`src/rtl/adder_sum_accumulator.sv`:
```
// Accumulates N_SAMPLES unsigned {Co,S} adder results into a saturating total.
// Each finished total is handed downstream with a valid/ready handshake.
module adder_sum_accumulator #(
    parameter int unsigned ACC_W     = 32,
    parameter int unsigned N_SAMPLES = 16,
    parameter int unsigned CNT_W     = 5
) (
    input  logic             clk,
    input  logic             rst,
    input  logic [15:0]      S,
    input  logic             Co,
    input  logic             in_valid,
    output logic             in_ready,
    input  logic             clear,
    output logic             out_valid,
    input  logic             out_ready,
    output logic [ACC_W-1:0] acc_out,
    output logic             acc_ovf,
    output logic [CNT_W-1:0] sample_cnt
);

    localparam int unsigned SUM_W = ACC_W + 1;
    localparam logic [CNT_W-1:0] LAST_CNT = CNT_W'(N_SAMPLES - 1);

    typedef enum logic {
        ACCUM = 1'b0,
        HOLD  = 1'b1
    } state_t;

    state_t           state;
    state_t           state_next;
    logic [ACC_W-1:0] acc_next;
    logic             ovf_next;
    logic [CNT_W-1:0] cnt_next;
    logic [SUM_W-1:0] sum;

    // One spare bit catches the carry out of the accumulator.
    assign sum = {1'b0, acc_out} + SUM_W'({Co, S});

    // Status outputs are decodes of the state flop; in_ready is also held low during reset.
    assign in_ready  = (state == ACCUM) && !rst;
    assign out_valid = (state == HOLD);

    always_ff @(posedge clk or posedge rst) begin
        if (rst) begin
            state      <= ACCUM;
            acc_out    <= '0;
            acc_ovf    <= 1'b0;
            sample_cnt <= '0;
        end else begin
            state      <= state_next;
            acc_out    <= acc_next;
            acc_ovf    <= ovf_next;
            sample_cnt <= cnt_next;
        end
    end

    always_comb begin
        state_next = state;
        acc_next   = acc_out;
        ovf_next   = acc_ovf;
        cnt_next   = sample_cnt;

        if (clear) begin
            // Abort wins over any simultaneous accept or handoff.
            state_next = ACCUM;
            acc_next   = '0;
            ovf_next   = 1'b0;
            cnt_next   = '0;
        end else begin
            unique case (state)
                ACCUM: begin
                    if (in_valid) begin
                        acc_next = sum[ACC_W] ? '1 : sum[ACC_W-1:0];
                        ovf_next = acc_ovf | sum[ACC_W];
                        cnt_next = sample_cnt + CNT_W'(1);
                        if (sample_cnt == LAST_CNT) begin
                            state_next = HOLD;
                        end
                    end
                end
                HOLD: begin
                    if (out_ready) begin
                        state_next = ACCUM;
                        acc_next   = '0;
                        ovf_next   = 1'b0;
                        cnt_next   = '0;
                    end
                end
                default: begin
                    state_next = ACCUM;
                end
            endcase
        end
    end

endmodule
```
`config.mk`:
```
export PLATFORM = sky130hd
export DESIGN_NAME = adder_sum_accumulator
export DESIGN_NICKNAME = d
export VERILOG_FILES = /design/src/rtl/adder_sum_accumulator.sv
export SDC_FILE = /design/constraint.sdc
export NUM_CORES = 1
export LEC_CHECK = 0
export ABC_AREA = 1
export BUFFER_PORTS_ARGS = -buffer_cell sky130_fd_sc_hd__buf_2
export CORE_ASPECT_RATIO = 0.9
export CORE_MARGIN = 1.5
export CORE_UTILIZATION = 50
export DETAILED_ROUTE_END_ITERATION = 7
export PLACE_DENSITY_LB_ADDON = 0.15
export SYNTH_ARGS = -nofsm -noshare
export SYNTH_HDL_FRONTEND = slang
export SYNTH_SLANG_ARGS = --single-unit
```
`constraint.sdc`:
```
create_clock -name clk -period 3.9 [get_ports clk]
set_clock_uncertainty 0.05 [all_clocks]
set_input_delay 1.17 -clock clk [delete_from_list [all_inputs] [get_ports clk]]
set_output_delay 1.17 -clock clk [all_outputs]
set_load 0.05 [all_outputs]
```
Word-level counts from Yosys, hierarchy flattened
Cells that the tools add are included.
W data, S select, Z words.
{"block": "totals", "out_inout_bits": 40, "latch_bits": 0, "ramBits": 0, "rom_bits": 0, "register_bits": 39, "elab_cells": 32, "mem_count": 0}
{"block": "op_classes", "n_addsub": 2, "n_eq_ne": 3, "n_reduce_logical": 3, "div": 0, "multipliers": 0, "order_cmp": 0, "bitwise_logic": 2, "n_mux": 18, "shift": 0}
{"op": "$mux W32", "count": 4}
{"op": "$pmux W32 S2", "count": 1}
{"op": "$add A32 B17 Y33", "count": 1}
{"op": "$mux W5", "count": 3}
{"op": "$pmux W5 S2", "count": 1}
{"op": "$mux W1", "count": 7}
{"op": "$ne A3 B3 Y1 const B", "count": 2}
{"op": "$add A5 B1 Y5 const B", "count": 1}
{"op": "$eq A5 B4 Y1 const B", "count": 1}
{"op": "$pmux W1 S2", "count": 2}
{"op": "$reduce_and A2 Y1", "count": 1}
{"op": "$logic_and A1 B1 Y1", "count": 1}
{"op": "$logic_not A1 Y1", "count": 1}
{"op": "$not A1 Y1", "count": 1}
{"op": "$or A1 B1 Y1", "count": 1}

Logic depth before layout (Yosys ltp)
Gate-level depths: netlist of the first run.
{"block": "logic_depth", "depth_word": 5, "mapped_depth": 14}

Worst setup path before layout of the first run
Ideal clock, no wire load.
{"block": "synth_timing", "path_kind": "in2out", "startpoint": "input rst", "endpoint": "output in_ready", "path_slack_ns": 0.865, "path_stages": 1, "required_time_ns": 2.680, "n_path_buf": 0, "arrival_time_ns": 1.815, "path_cell_list": "nor2_1"}
{"block": "synth_between", "elab_chain_cells": 2}
{"item": "start, declared", "line": "9", "source": "input logic rst,"}
{"item": "$logic_not A1 Y1 (no source line)"}
{"item": "$logic_and A1 B1 Y1", "line": "41", "source": "assign in_ready = (state == ACCUM) && !rst;"}
{"item": "end, declared", "line": "13", "source": "output logic in_ready,"}
No other way between the ends.

Final worst setup path of the first run
{"block": "layout_timing", "startpoint": "input S[0]", "endpoint": "register acc_out[6]"}
{"block": "layout_between", "elab_chain_cells": 5}
{"item": "start, declared", "line": "10", "source": "input logic [15:0] S,"}
{"item": "$add A32 B17 Y33", "line": "38", "source": "assign sum = {1'b0, acc_out} + SUM_W'({Co, S});"}
{"item": "$mux W32", "line": "74", "source": "acc_next = sum[ACC_W] ? '1 : sum[ACC_W-1:0];"}
{"item": "$mux W32", "line": "73", "source": "if (in_valid) begin"}
{"item": "$pmux W32 S2", "line": "71", "source": "unique case (state)"}
{"item": "$mux W32", "line": "64", "source": "if (clear) begin"}
{"item": "end signal, assigned", "line": "52", "source": "acc_out <= acc_next;"}
{"item": "end, declared", "line": "17", "source": "output logic [ACC_W-1:0] acc_out,"}
No other way between the ends. The select of a mux whose other input is x is not followed.
A chain may end at the register's enable or synchronous reset.

==> run_summary.xml, run 1 <==
<?xml version="1.0" encoding="UTF-8"?>
<metrics>
  <group name="clock_network">
    <metric name="htreeDepth" unit="">2</metric>
    <metric name="tritoncts" unit="">yes</metric>
    <metric name="cts_setup_buffers" unit="">0</metric>
    <metric name="cts.repair.resized" unit="">0</metric>
    <metric name="ctsRootBufferMaster" unit="">sky130_fd_sc_hd__clkbuf_8</metric>
    <metric name="cts-buffers-inserted" unit="">5</metric>
    <metric name="clkLatencyLatePin" unit="ns">0.30</metric>
    <metric name="worst_path_clk_slew" unit="ns">0.08</metric>
    <metric name="clk_path_buf_depth" unit="">2</metric>
    <metric name="numClockSinks" unit="">39</metric>
    <metric name="hold_buffers" unit="">0</metric>
  </group>
  <group name="worst_setup_path">
    <metric name="setup.worst_path.end_class" unit="">flop</metric>
    <metric name="crit_path_start_kind" unit="">input port</metric>
    <metric name="worst-setup-path-type" unit="">in2reg</metric>
    <metric name="arrival" unit="ns">3.12</metric>
    <metric name="crit_fanout" unit="">20</metric>
    <metric name="worst-endpoint-required" unit="ns">4.02</metric>
    <metric name="setup.reg_to_reg.worst_slack" unit="ns">1.47</metric>
    <metric name="critPathMaxStageDelay" unit="ns">0.45</metric>
    <metric name="worst_r2r_path_depth" unit="">12</metric>
    <metric name="path_cells" unit="">buf_2 -&gt; ha_1 -&gt; fa_1 -&gt; nand2_1 -&gt; nand3_1 -&gt; nand3_2 -&gt; nand2_2 -&gt; nand2_2 -&gt; nand2_2 -&gt; nand2_2 -&gt; nand2_4 -&gt; nand2_4 -&gt; o211ai_2</metric>
    <metric name="path_common_cell" unit="">sky130_fd_sc_hd__nand2_2</metric>
    <metric name="timing.critical_path.slowest_stage_cell" unit="">sky130_fd_sc_hd__fa_1</metric>
  </group>
  <group name="worst_hold_path">
    <metric name="holdPathStages" unit="">2</metric>
    <metric name="hold_path_class" unit="">reg2reg</metric>
  </group>
  <group name="sta">
    <metric name="finalHoldWorstSlack" unit="ns">0.4363</metric>
    <metric name="grt_setup_unrepaired" unit="">false</metric>
    <metric name="clock.fmax" unit="MHz">333.2</metric>
    <metric name="finalSetupViolations" unit="">0</metric>
    <metric name="tightest_slew" unit="ns">0.7401</metric>
    <metric name="tns" unit="ns">0</metric>
    <metric name="timing.final.crit_period" unit="ns">3.001</metric>
    <metric name="period_share" unit="%">76.95</metric>
    <metric name="slew_headroom" unit="%">50.39</metric>
    <metric name="timing_max_transition_violations_final" unit="">0</metric>
    <metric name="hold_viol" unit="">0</metric>
  </group>
  <group name="finish">
    <metric name="num-fill-cells" unit="">669</metric>
    <metric name="drive_above_1_share" unit="%">21.29</metric>
    <metric name="most_common_cell_after_layout_fill_and_taps_aside" unit="">sky130_fd_sc_hd__nand2_1</metric>
    <metric name="inserted_diodes" unit="">0</metric>
    <metric name="area_growth" unit="%">13.12</metric>
    <metric name="layoutNonFillerInstCount" unit="">696</metric>
    <metric name="layout.cells.most_common_list" unit="">sky130_fd_sc_hd__nand2_1 (198), sky130_fd_sc_hd__inv_1 (66), sky130_fd_sc_hd__buf_2 (61)</metric>
    <metric name="fin_nets" unit="">647</metric>
  </group>
  <group name="power">
    <metric name="switchingPower" unit="W">0.0004979</metric>
    <metric name="seq_power_share" unit="%">38.2</metric>
    <metric name="p_sw_share" unit="%">42.01</metric>
    <metric name="intPower" unit="W">0.0006873</metric>
    <metric name="clock_power_share" unit="%">23.4</metric>
    <metric name="leakage" unit="nW">2.380</metric>
    <metric name="power_density" unit="nW/um2">297.8</metric>
    <metric name="peakVddDrop" unit="mV">0.1368</metric>
    <metric name="power_share_of_the_combinational_group" unit="%">38.4</metric>
  </group>
  <group name="synthesis">
    <metric name="postSynthRegisterBits" unit="">39</metric>
    <metric name="syn_area" unit="um2">3518</metric>
    <metric name="cell_count_after_synthesis" unit="">543</metric>
    <metric name="net_count_after_synthesis" unit="">585</metric>
    <metric name="yosys_warnings" unit="">0</metric>
    <metric name="post_synth_num_cell_types" unit="">35</metric>
    <metric name="synth.avg_cell_area" unit="um2">6.480</metric>
    <metric name="ys_seq_area_share" unit="%">27.74</metric>
  </group>
  <group name="place">
    <metric name="buffer_ports.inserted" unit="">61</metric>
    <metric name="place.detailed.hpwl" unit="um">7174</metric>
    <metric name="gp_routability_congestion" unit="">0.9373</metric>
    <metric name="post-place-cells" unit="">688</metric>
  </group>
  <group name="floorplan">
    <metric name="initial_core_util" unit="%">52.58</metric>
    <metric name="die_y" unit="um">82.58</metric>
    <metric name="io_pins" unit="">62</metric>
    <metric name="die-area" unit="um2">7549</metric>
    <metric name="core-area" unit="um2">6691</metric>
    <metric name="floorplan.rows" unit="">28</metric>
    <metric name="chipWidth" unit="um">91.42</metric>
  </group>
  <group name="drt">
    <metric name="wl_met3" unit="um">475</metric>
    <metric name="highest-signal-layer" unit="">met4</metric>
    <metric name="wl_per_cell" unit="um">13.28</metric>
    <metric name="vias" unit="">3574</metric>
    <metric name="m1WireLength" unit="um">4520</metric>
    <metric name="dr_wl_met2" unit="um">4088</metric>
    <metric name="wl" unit="um">9243</metric>
    <metric name="dr.first_iter.drc_count" unit="">235</metric>
    <metric name="route.detailed.drc" unit="">0</metric>
    <metric name="first_pass_iters" unit="">5</metric>
    <metric name="route.antenna.remaining_nets" unit="">0</metric>
    <metric name="avg_vias_per_cell" unit="">5.135</metric>
  </group>
  <group name="flow_run">
    <metric name="cap_violations" unit="">0</metric>
  </group>
  <group name="global_route">
    <metric name="remaining_global_route_overflow" unit="">0</metric>
    <metric name="total_routing_usage_gr" unit="%">26.20</metric>
    <metric name="antenna_found_initial" unit="">0</metric>
    <metric name="maximum_number_of_pins_on_one_net_before_global_route_repair" unit="">40</metric>
    <metric name="grt_pass1_wl" unit="um">15640</metric>
    <metric name="grt_pass1_vias" unit="">3417</metric>
  </group>
  <group name="run_status">
    <metric name="outcome" unit="">finished, final reports clean</metric>
  </group>
</metrics>
[Yosys cell counts]
library cell / n / share of area [%]
sky130_fd_sc_hd__nand3b_1: 3 / 0.64
sky130_fd_sc_hd__ha_1: 19 / 6.8
sky130_fd_sc_hd__and2_1: 3 / 0.53
sky130_fd_sc_hd__nand2_1: 198 / 21
sky130_fd_sc_hd__nor3_1: 10 / 1.4
sky130_fd_sc_hd__clkinv_1: 3 / 0.32
sky130_fd_sc_hd__nand4_1: 8 / 1.4
sky130_fd_sc_hd__a22oi_1: 1 / 0.21
sky130_fd_sc_hd__o22ai_1: 2 / 0.36
sky130_fd_sc_hd__clkbuf_1: 5 / 0.53
sky130_fd_sc_hd__o21ai_0: 10 / 1.4
sky130_fd_sc_hd__nor3_2: 4 / 1.1
sky130_fd_sc_hd__a21o_1: 1 / 0.21
sky130_fd_sc_hd__fa_1: 1 / 0.57
sky130_fd_sc_hd__inv_1: 66 / 7.0
sky130_fd_sc_hd__buf_6: 3 / 0.96
sky130_fd_sc_hd__inv_2: 11 / 1.2
sky130_fd_sc_hd__nor2_4: 1 / 0.32
sky130_fd_sc_hd__nor2_1: 44 / 4.7
sky130_fd_sc_hd__nand3_1: 44 / 6.3
sky130_fd_sc_hd__nand3b_2: 1 / 0.32
sky130_fd_sc_hd__or2_2: 2 / 0.36
sky130_fd_sc_hd__o211ai_2: 4 / 1.4
sky130_fd_sc_hd__or2_1: 5 / 0.89
sky130_fd_sc_hd__nor4_2: 1 / 0.36
sky130_fd_sc_hd__nand2_2: 6 / 1.1
sky130_fd_sc_hd__buf_4: 1 / 0.21
sky130_fd_sc_hd__nand2_4: 2 / 0.64
sky130_fd_sc_hd__a21oi_1: 16 / 2.3
sky130_fd_sc_hd__a21oi_2: 12 / 3.0
sky130_fd_sc_hd__dfrtp_1: 39 / 28
sky130_fd_sc_hd__nand3_2: 14 / 4.0
sky130_fd_sc_hd__nor2_2: 1 / 0.18
sky130_fd_sc_hd__a21boi_0: 1 / 0.21
sky130_fd_sc_hd__xnor2_1: 1 / 0.25
[state kept, by name, summed over array words and instances, names as in the netlist]
name / count
acc_ovf: 1
sample_cnt: 5
out_valid: 1
acc_out: 32
[final timing paths]
kind                                   startpoint                     end
min                           acc_ovf$_DFFE_PP0P_     acc_ovf$_DFFE_PP0P_
max reg2reg                acc_out[0]$_DFFE_PP0P_  acc_out[6]$_DFFE_PP0P_
max                                          S[0]  acc_out[6]$_DFFE_PP0P_
min reg2reg                   acc_ovf$_DFFE_PP0P_     acc_ovf$_DFFE_PP0P_
min in group asynchronous                     rst     out_valid$_DFF_PP0_
max in group asynchronous                     rst  acc_out[3]$_DFFE_PP0P_
[routing by layer]
metal | vias up | global-route usage [%]
li1 | 1855 | -
met1 | 1591 | 34.91
met3 | 13 | 4.304
met4 | 0 | 6.875
met5 | - | 0
met2 | 115 | 44.55
[power groups by stage]
| stage | clock network, W | registers (W) | logic, W |
|---|---|---|---|
| 2_1_floorplan | 0 | 0.000549 | 0.000254 |
| 3_3_place_gp | 0 | 0.000459 | 0.000445 |
| 3_5_place_dp | 0 | 0.000461 | 0.000452 |
| 4_1_cts | 0.000286 | 0.000453 | 0.000454 |
| 5_1_grt | 0.000298 | 0.000457 | 0.000507 |
| 6_report | 0.000277 | 0.000453 | 0.000456 |
[cells by family after synthesis]
kind of cell    Yosys count  synth area share, %
compound gates           47                9.104
xor+xnor                  1               0.2490
fa+ha+maj                20                7.326
buf+inv                  89                10.24
flops                    39                27.74
simple gates            347                45.34
[worst max-delay path: cells and delay by family]
family / cells / cell delay [ns]
AO/OA/AOI/OAI: 1 / 0.14
adder cells (fa/ha/maj): 2 / 0.67
buffers and inverters: 1 / 0.10
AND/OR/NAND/NOR: 9 / 1.02
[through the flow]
step / area [um2] / setup WS [ns] / util, % / power [W]
final: 3980 / 0.8990 / 59.48 / 0.001185
after global routing: 3980 / 0.7569 / 59.48 / 0.001263
after CTS: 3980 / 0.8921 / 59.48 / 0.001193
after detailed placement: 3899 / 0.5651 / 58.26 / 0.0009133
after global placement: 3899 / 0.6433 / 58.26 / 0.0009039
after floorplan: 3518 / 0.8652 / - / 0.0008027
[area by class of cell]
cell class | count | area, um2 | share of cell area, %
Clock buffer | 7 | 76.32 | 1.918
Clock inverter | 1 | 5.005 | 0.1257
Inverter | 80 | 300.3 | 7.545
Multi-Input combinational cell | 415 | 2182 | 54.83
Sequential cell | 39 | 975.9 | 24.52
Tap cell | 90 | 112.6 | 2.829
Timing Repair Buffer | 64 | 327.8 | 8.236
No activity file was read; power rests on OpenSTA's default activity.
==> run 2, diff against run 1 <==
--- a/config.mk
+++ b/config.mk
@@ -5,7 +5,7 @@
 export SDC_FILE = /design/constraint.sdc
 export NUM_CORES = 1
 export LEC_CHECK = 0
-export ABC_AREA = 1
+export ABC_AREA = 0
 export BUFFER_PORTS_ARGS = -buffer_cell sky130_fd_sc_hd__buf_2
 export CORE_ASPECT_RATIO = 0.9
 export CORE_MARGIN = 1.5
==> constraint.sdc (replaced) <==
create_clock -name clk -period 3.13 [get_ports clk]
set_clock_uncertainty 0.05 [all_clocks]
set_input_delay 0.939 -clock clk [delete_from_list [all_inputs] [get_ports clk]]
set_output_delay 0.939 -clock clk [all_outputs]
set_load 0.05 [all_outputs]
==> run 2 against run 1 <==
Against the previous run:
- global-route usage down 2.1 points
- core utilization up 5.0 points
- clock-buffer cell count is 1 higher
- sequential cell count stayed put
- combinational power is 43% higher
- final area fell by 15%
- worst setup slack lost 0.70 ns
==> run_summary.xml, run 2 <==
<?xml version="1.0" encoding="UTF-8"?>
<metrics>
  <group name="run_status">
    <metric name="outcome" unit="">finished, final reports clean</metric>
  </group>
  <group name="worst_setup_path">
    <metric name="number_of_buffer_and_inverter_instances_along_the_worst_setup_path" unit="">2</metric>
    <metric name="timing.critical_path.slowest_stage_cell" unit="">sky130_fd_sc_hd__fa_1</metric>
    <metric name="worst_r2r_path_depth" unit="">10</metric>
    <metric name="path_common_cell" unit="">sky130_fd_sc_hd__o211ai_1</metric>
    <metric name="family_of_cells_with_the_greatest_summed_delay_on_the_critical_path" unit="">compound AO/OA/AOI/OAI gates</metric>
    <metric name="setup.worst_path.end_class" unit="">flop</metric>
    <metric name="worst-endpoint-required" unit="ns">3.30</metric>
    <metric name="crit_fanout" unit="">4</metric>
    <metric name="arrival" unit="ns">3.10</metric>
    <metric name="crit_path_start_kind" unit="">input port</metric>
    <metric name="critPathMaxStageDelay" unit="ns">0.44</metric>
    <metric name="path_cells" unit="">buf_2 -&gt; ha_1 -&gt; fa_1 -&gt; a211oi_2 -&gt; o21ai_2 -&gt; a211oi_4 -&gt; buf_4 -&gt; o211ai_1 -&gt; a21o_1 -&gt; xnor2_1 -&gt; o211ai_1</metric>
    <metric name="worst-setup-path-type" unit="">in2reg</metric>
    <metric name="path_depth" unit="">11</metric>
  </group>
  <group name="drt">
    <metric name="vias" unit="">2530</metric>
    <metric name="dr.first_iter.drc_count" unit="">119</metric>
    <metric name="first_pass_iters" unit="">4</metric>
    <metric name="route.detailed.drc" unit="">0</metric>
    <metric name="avg_vias_per_cell" unit="">5.698</metric>
    <metric name="route.antenna.remaining_nets" unit="">0</metric>
    <metric name="wl" unit="um">6679</metric>
    <metric name="wl_per_cell" unit="um">15.04</metric>
  </group>
  <group name="floorplan">
    <metric name="die-area" unit="um2">5825</metric>
    <metric name="chipWidth" unit="um">80.28</metric>
    <metric name="initial_core_util" unit="%">51.45</metric>
    <metric name="io_pins" unit="">62</metric>
    <metric name="core-area" unit="um2">5224</metric>
    <metric name="floorplan.rows" unit="">25</metric>
    <metric name="die_y" unit="um">72.56</metric>
  </group>
  <group name="clock_network">
    <metric name="cts-buffers-inserted" unit="">5</metric>
    <metric name="cts_setup_buffers" unit="">0</metric>
    <metric name="htreeDepth" unit="">2</metric>
    <metric name="hold_buffers" unit="">0</metric>
    <metric name="tritoncts" unit="">yes</metric>
    <metric name="cts.repair.resized" unit="">0</metric>
    <metric name="clkLatencyLatePin" unit="ns">0.30</metric>
    <metric name="clk_path_buf_depth" unit="">2</metric>
    <metric name="ctsRootBufferMaster" unit="">sky130_fd_sc_hd__clkbuf_8</metric>
    <metric name="worst_path_clk_slew" unit="ns">0.08</metric>
    <metric name="numClockSinks" unit="">39</metric>
  </group>
  <group name="synthesis">
    <metric name="top_cells_by_area_in_the_synthesized_netlist" unit="">sky130_fd_sc_hd__dfrtp_1 (36%), sky130_fd_sc_hd__ha_1 (8.8%), sky130_fd_sc_hd__nand2_1 (5.9%), sky130_fd_sc_hd__a21oi_1 (4.3%), sky130_fd_sc_hd__o21ai_0 (3.7%)</metric>
    <metric name="post_synth_num_cell_types" unit="">60</metric>
    <metric name="synth.avg_cell_area" unit="um2">9.236</metric>
    <metric name="post_synth_most_frequent_cells" unit="">sky130_fd_sc_hd__nand2_1 (42), sky130_fd_sc_hd__dfrtp_1 (39), sky130_fd_sc_hd__a21oi_1 (23)</metric>
    <metric name="yosys_warnings" unit="">0</metric>
    <metric name="synth_area_leader_cell" unit="">sky130_fd_sc_hd__dfrtp_1</metric>
    <metric name="cell_count_after_synthesis" unit="">291</metric>
    <metric name="post-synth-top-area-fraction" unit="%">36.31</metric>
    <metric name="async_flop_share" unit="%">100.0</metric>
    <metric name="number_of_enable_type_register_cells_in_the_synthesized_netlist" unit="">0</metric>
    <metric name="ys_seq_area_share" unit="%">36.31</metric>
    <metric name="postSynthRegisterBits" unit="">39</metric>
    <metric name="syn_area" unit="um2">2688</metric>
    <metric name="net_count_after_synthesis" unit="">333</metric>
    <metric name="synth_most_common_cell" unit="">sky130_fd_sc_hd__nand2_1</metric>
    <metric name="synth_top_flop_cell" unit="">sky130_fd_sc_hd__dfrtp_1</metric>
  </group>
  <group name="global_route">
    <metric name="grt_pass1_wl" unit="um">10870</metric>
    <metric name="grt_pass1_vias" unit="">2340</metric>
    <metric name="maximum_number_of_pins_on_one_net_before_global_route_repair" unit="">40</metric>
    <metric name="total_routing_usage_gr" unit="%">24.13</metric>
    <metric name="antenna_found_initial" unit="">0</metric>
    <metric name="remaining_global_route_overflow" unit="">0</metric>
  </group>
  <group name="flow_run">
    <metric name="cap_violations" unit="">0</metric>
  </group>
  <group name="place">
    <metric name="buffer_ports.inserted" unit="">61</metric>
    <metric name="post-place-cells" unit="">436</metric>
    <metric name="gp_routability_congestion" unit="">0.8106</metric>
    <metric name="placedInstanceArea" unit="um2">3266</metric>
    <metric name="place.detailed.hpwl" unit="um">4929</metric>
  </group>
  <group name="sta">
    <metric name="slew_headroom" unit="%">59.12</metric>
    <metric name="period_share" unit="%">93.55</metric>
    <metric name="tns" unit="ns">0</metric>
    <metric name="clock.fmax" unit="MHz">341.5</metric>
    <metric name="timing.final.crit_period" unit="ns">2.928</metric>
    <metric name="timing_max_transition_violations_final" unit="">0</metric>
    <metric name="finalSetupViolations" unit="">0</metric>
    <metric name="hold_viol" unit="">0</metric>
    <metric name="grt_setup_unrepaired" unit="">false</metric>
    <metric name="tightest_slew" unit="ns">0.6132</metric>
  </group>
  <group name="power">
    <metric name="clock_power_share" unit="%">23.9</metric>
    <metric name="switchingPower" unit="W">0.0006194</metric>
    <metric name="power_density" unit="nW/um2">479.0</metric>
    <metric name="peakVddDrop" unit="mV">0.2962</metric>
    <metric name="power_share_of_the_combinational_group" unit="%">40.4</metric>
    <metric name="leakage" unit="nW">1.725</metric>
    <metric name="intPower" unit="W">0.0009929</metric>
    <metric name="p_sw_share" unit="%">38.41</metric>
    <metric name="seq_power_share" unit="%">35.7</metric>
  </group>
  <group name="finish">
    <metric name="layout_top_registers" unit="">acc_out x32, sample_cnt x5</metric>
    <metric name="inserted_diodes" unit="">0</metric>
    <metric name="layoutNonFillerInstCount" unit="">444</metric>
    <metric name="multiInputGateArea" unit="um2">1654</metric>
    <metric name="area_growth" unit="%">25.23</metric>
    <metric name="fin_nets" unit="">418</metric>
    <metric name="top_register" unit="">acc_out</metric>
    <metric name="finalInstanceArea" unit="um2">3366</metric>
    <metric name="layout.cells.most_common_list" unit="">sky130_fd_sc_hd__buf_2 (61), sky130_fd_sc_hd__nand2_1 (42), sky130_fd_sc_hd__dfrtp_1 (39)</metric>
    <metric name="most_common_cell_after_layout_fill_and_taps_aside" unit="">sky130_fd_sc_hd__buf_2</metric>
    <metric name="drive_above_1_share" unit="%">30.77</metric>
    <metric name="num-fill-cells" unit="">453</metric>
    <metric name="largest_register_ff_count" unit="">32</metric>
    <metric name="area.sequential" unit="um2">975.9</metric>
  </group>
  <group name="worst_hold_path">
    <metric name="hold_path_class" unit="">reg2reg</metric>
    <metric name="holdPathStages" unit="">2</metric>
  </group>
</metrics>
==> run 2: cell count changes after synthesis, moves of 13 or more <==
cell,previous run,this run
sky130_fd_sc_hd__nand2_1,198,42
sky130_fd_sc_hd__inv_1,66,3
sky130_fd_sc_hd__nand3_1,44,9
sky130_fd_sc_hd__nor2_1,44,14
sky130_fd_sc_hd__nand3_2,14,0
sky130_fd_sc_hd__o211ai_1,0,13
==> run 2: cell families after synthesis <==
family | share of synthesized area (%)
simple gates | 18.90
xor+xnor | 3.911
buf+inv | 2.421
fa+ha+maj | 9.590
flops | 36.31
compound gates | 28.86
==> run 2: cell type report <==
type | count | share of cell area, %
sequential | 39 | 29.00
clock buffer | 8 | 2.974
inverter | 3 | 0.3346
timing repair buffer | 89 | 16.06
multi-input combinational | 238 | 49.15
tap | 67 | 2.491
==> run 2: path summary, 6_finish.rpt <==
path	startpoint	endpoint	slack [ns]
max	S[0]	acc_out[16]$_DFFE_PP0P_	0.20
min	acc_ovf$_DFFE_PP0P_	acc_ovf$_DFFE_PP0P_	0.44
max reg2reg	acc_out[0]$_DFFE_PP0P_	acc_out[16]$_DFFE_PP0P_	0.54
min reg2reg	acc_ovf$_DFFE_PP0P_	acc_ovf$_DFFE_PP0P_	0.44
max in group asynchronous	rst	acc_out[24]$_DFFE_PP0P_	1.95
min in group asynchronous	rst	sample_cnt[3]$_DFFE_PP0P_	0.72
==> run 2: per-stage QoR <==
| step | hold WS [ns] | worst slack, ns | util, % | total power, W |
|---|---|---|---|---|
| after CTS | 0.4413 | 0.1647 | 64.43 | 0.001625 |
| after global routing | 0.4680 | 0.0009073 | 64.43 | 0.001704 |
| after detailed placement | 0.4184 | -0.1477 | 62.52 | 0.001235 |
| after global placement | 0.4089 | -0.09529 | 62.52 | 0.001225 |
| after floorplan | 0.6906 | 0.005617 | - | 0.001036 |
| final | 0.4430 | 0.2020 | 64.43 | 0.001612 |
==> run 2: worst min-delay path: stages (launching register included) <==
cell and delay (ns):
sky130_fd_sc_hd__dfrtp_1 0.35, sky130_fd_sc_hd__nand2_1 0.05, sky130_fd_sc_hd__nand2_1 0.06
==> run 2: power groups by stage <==
stage	sequential [W]	clock, W	combinational (W)
6_report	0.000576	0.000386	0.000651
5_1_grt	0.000583	0.000417	0.000705
4_1_cts	0.000576	0.000397	0.000651
3_5_place_dp	0.000586	0	0.000649
3_3_place_gp	0.000585	0	0.000640
2_1_floorplan	0.000713	0	0.000323
==> run 2: routing by layer <==
| layer | vias up | track usage (%) | part of all wire (%) |
|---|---|---|---|
| li1 | 1269 | - | - |
| met1 | 1197 | 34.00 | 49 |
| met2 | 56 | 37.91 | 46 |
| met3 | 8 | 5.535 | 4.3 |
| met4 | 0 | 5.556 | 1.0 |
| met5 | - | 0 | 0 |
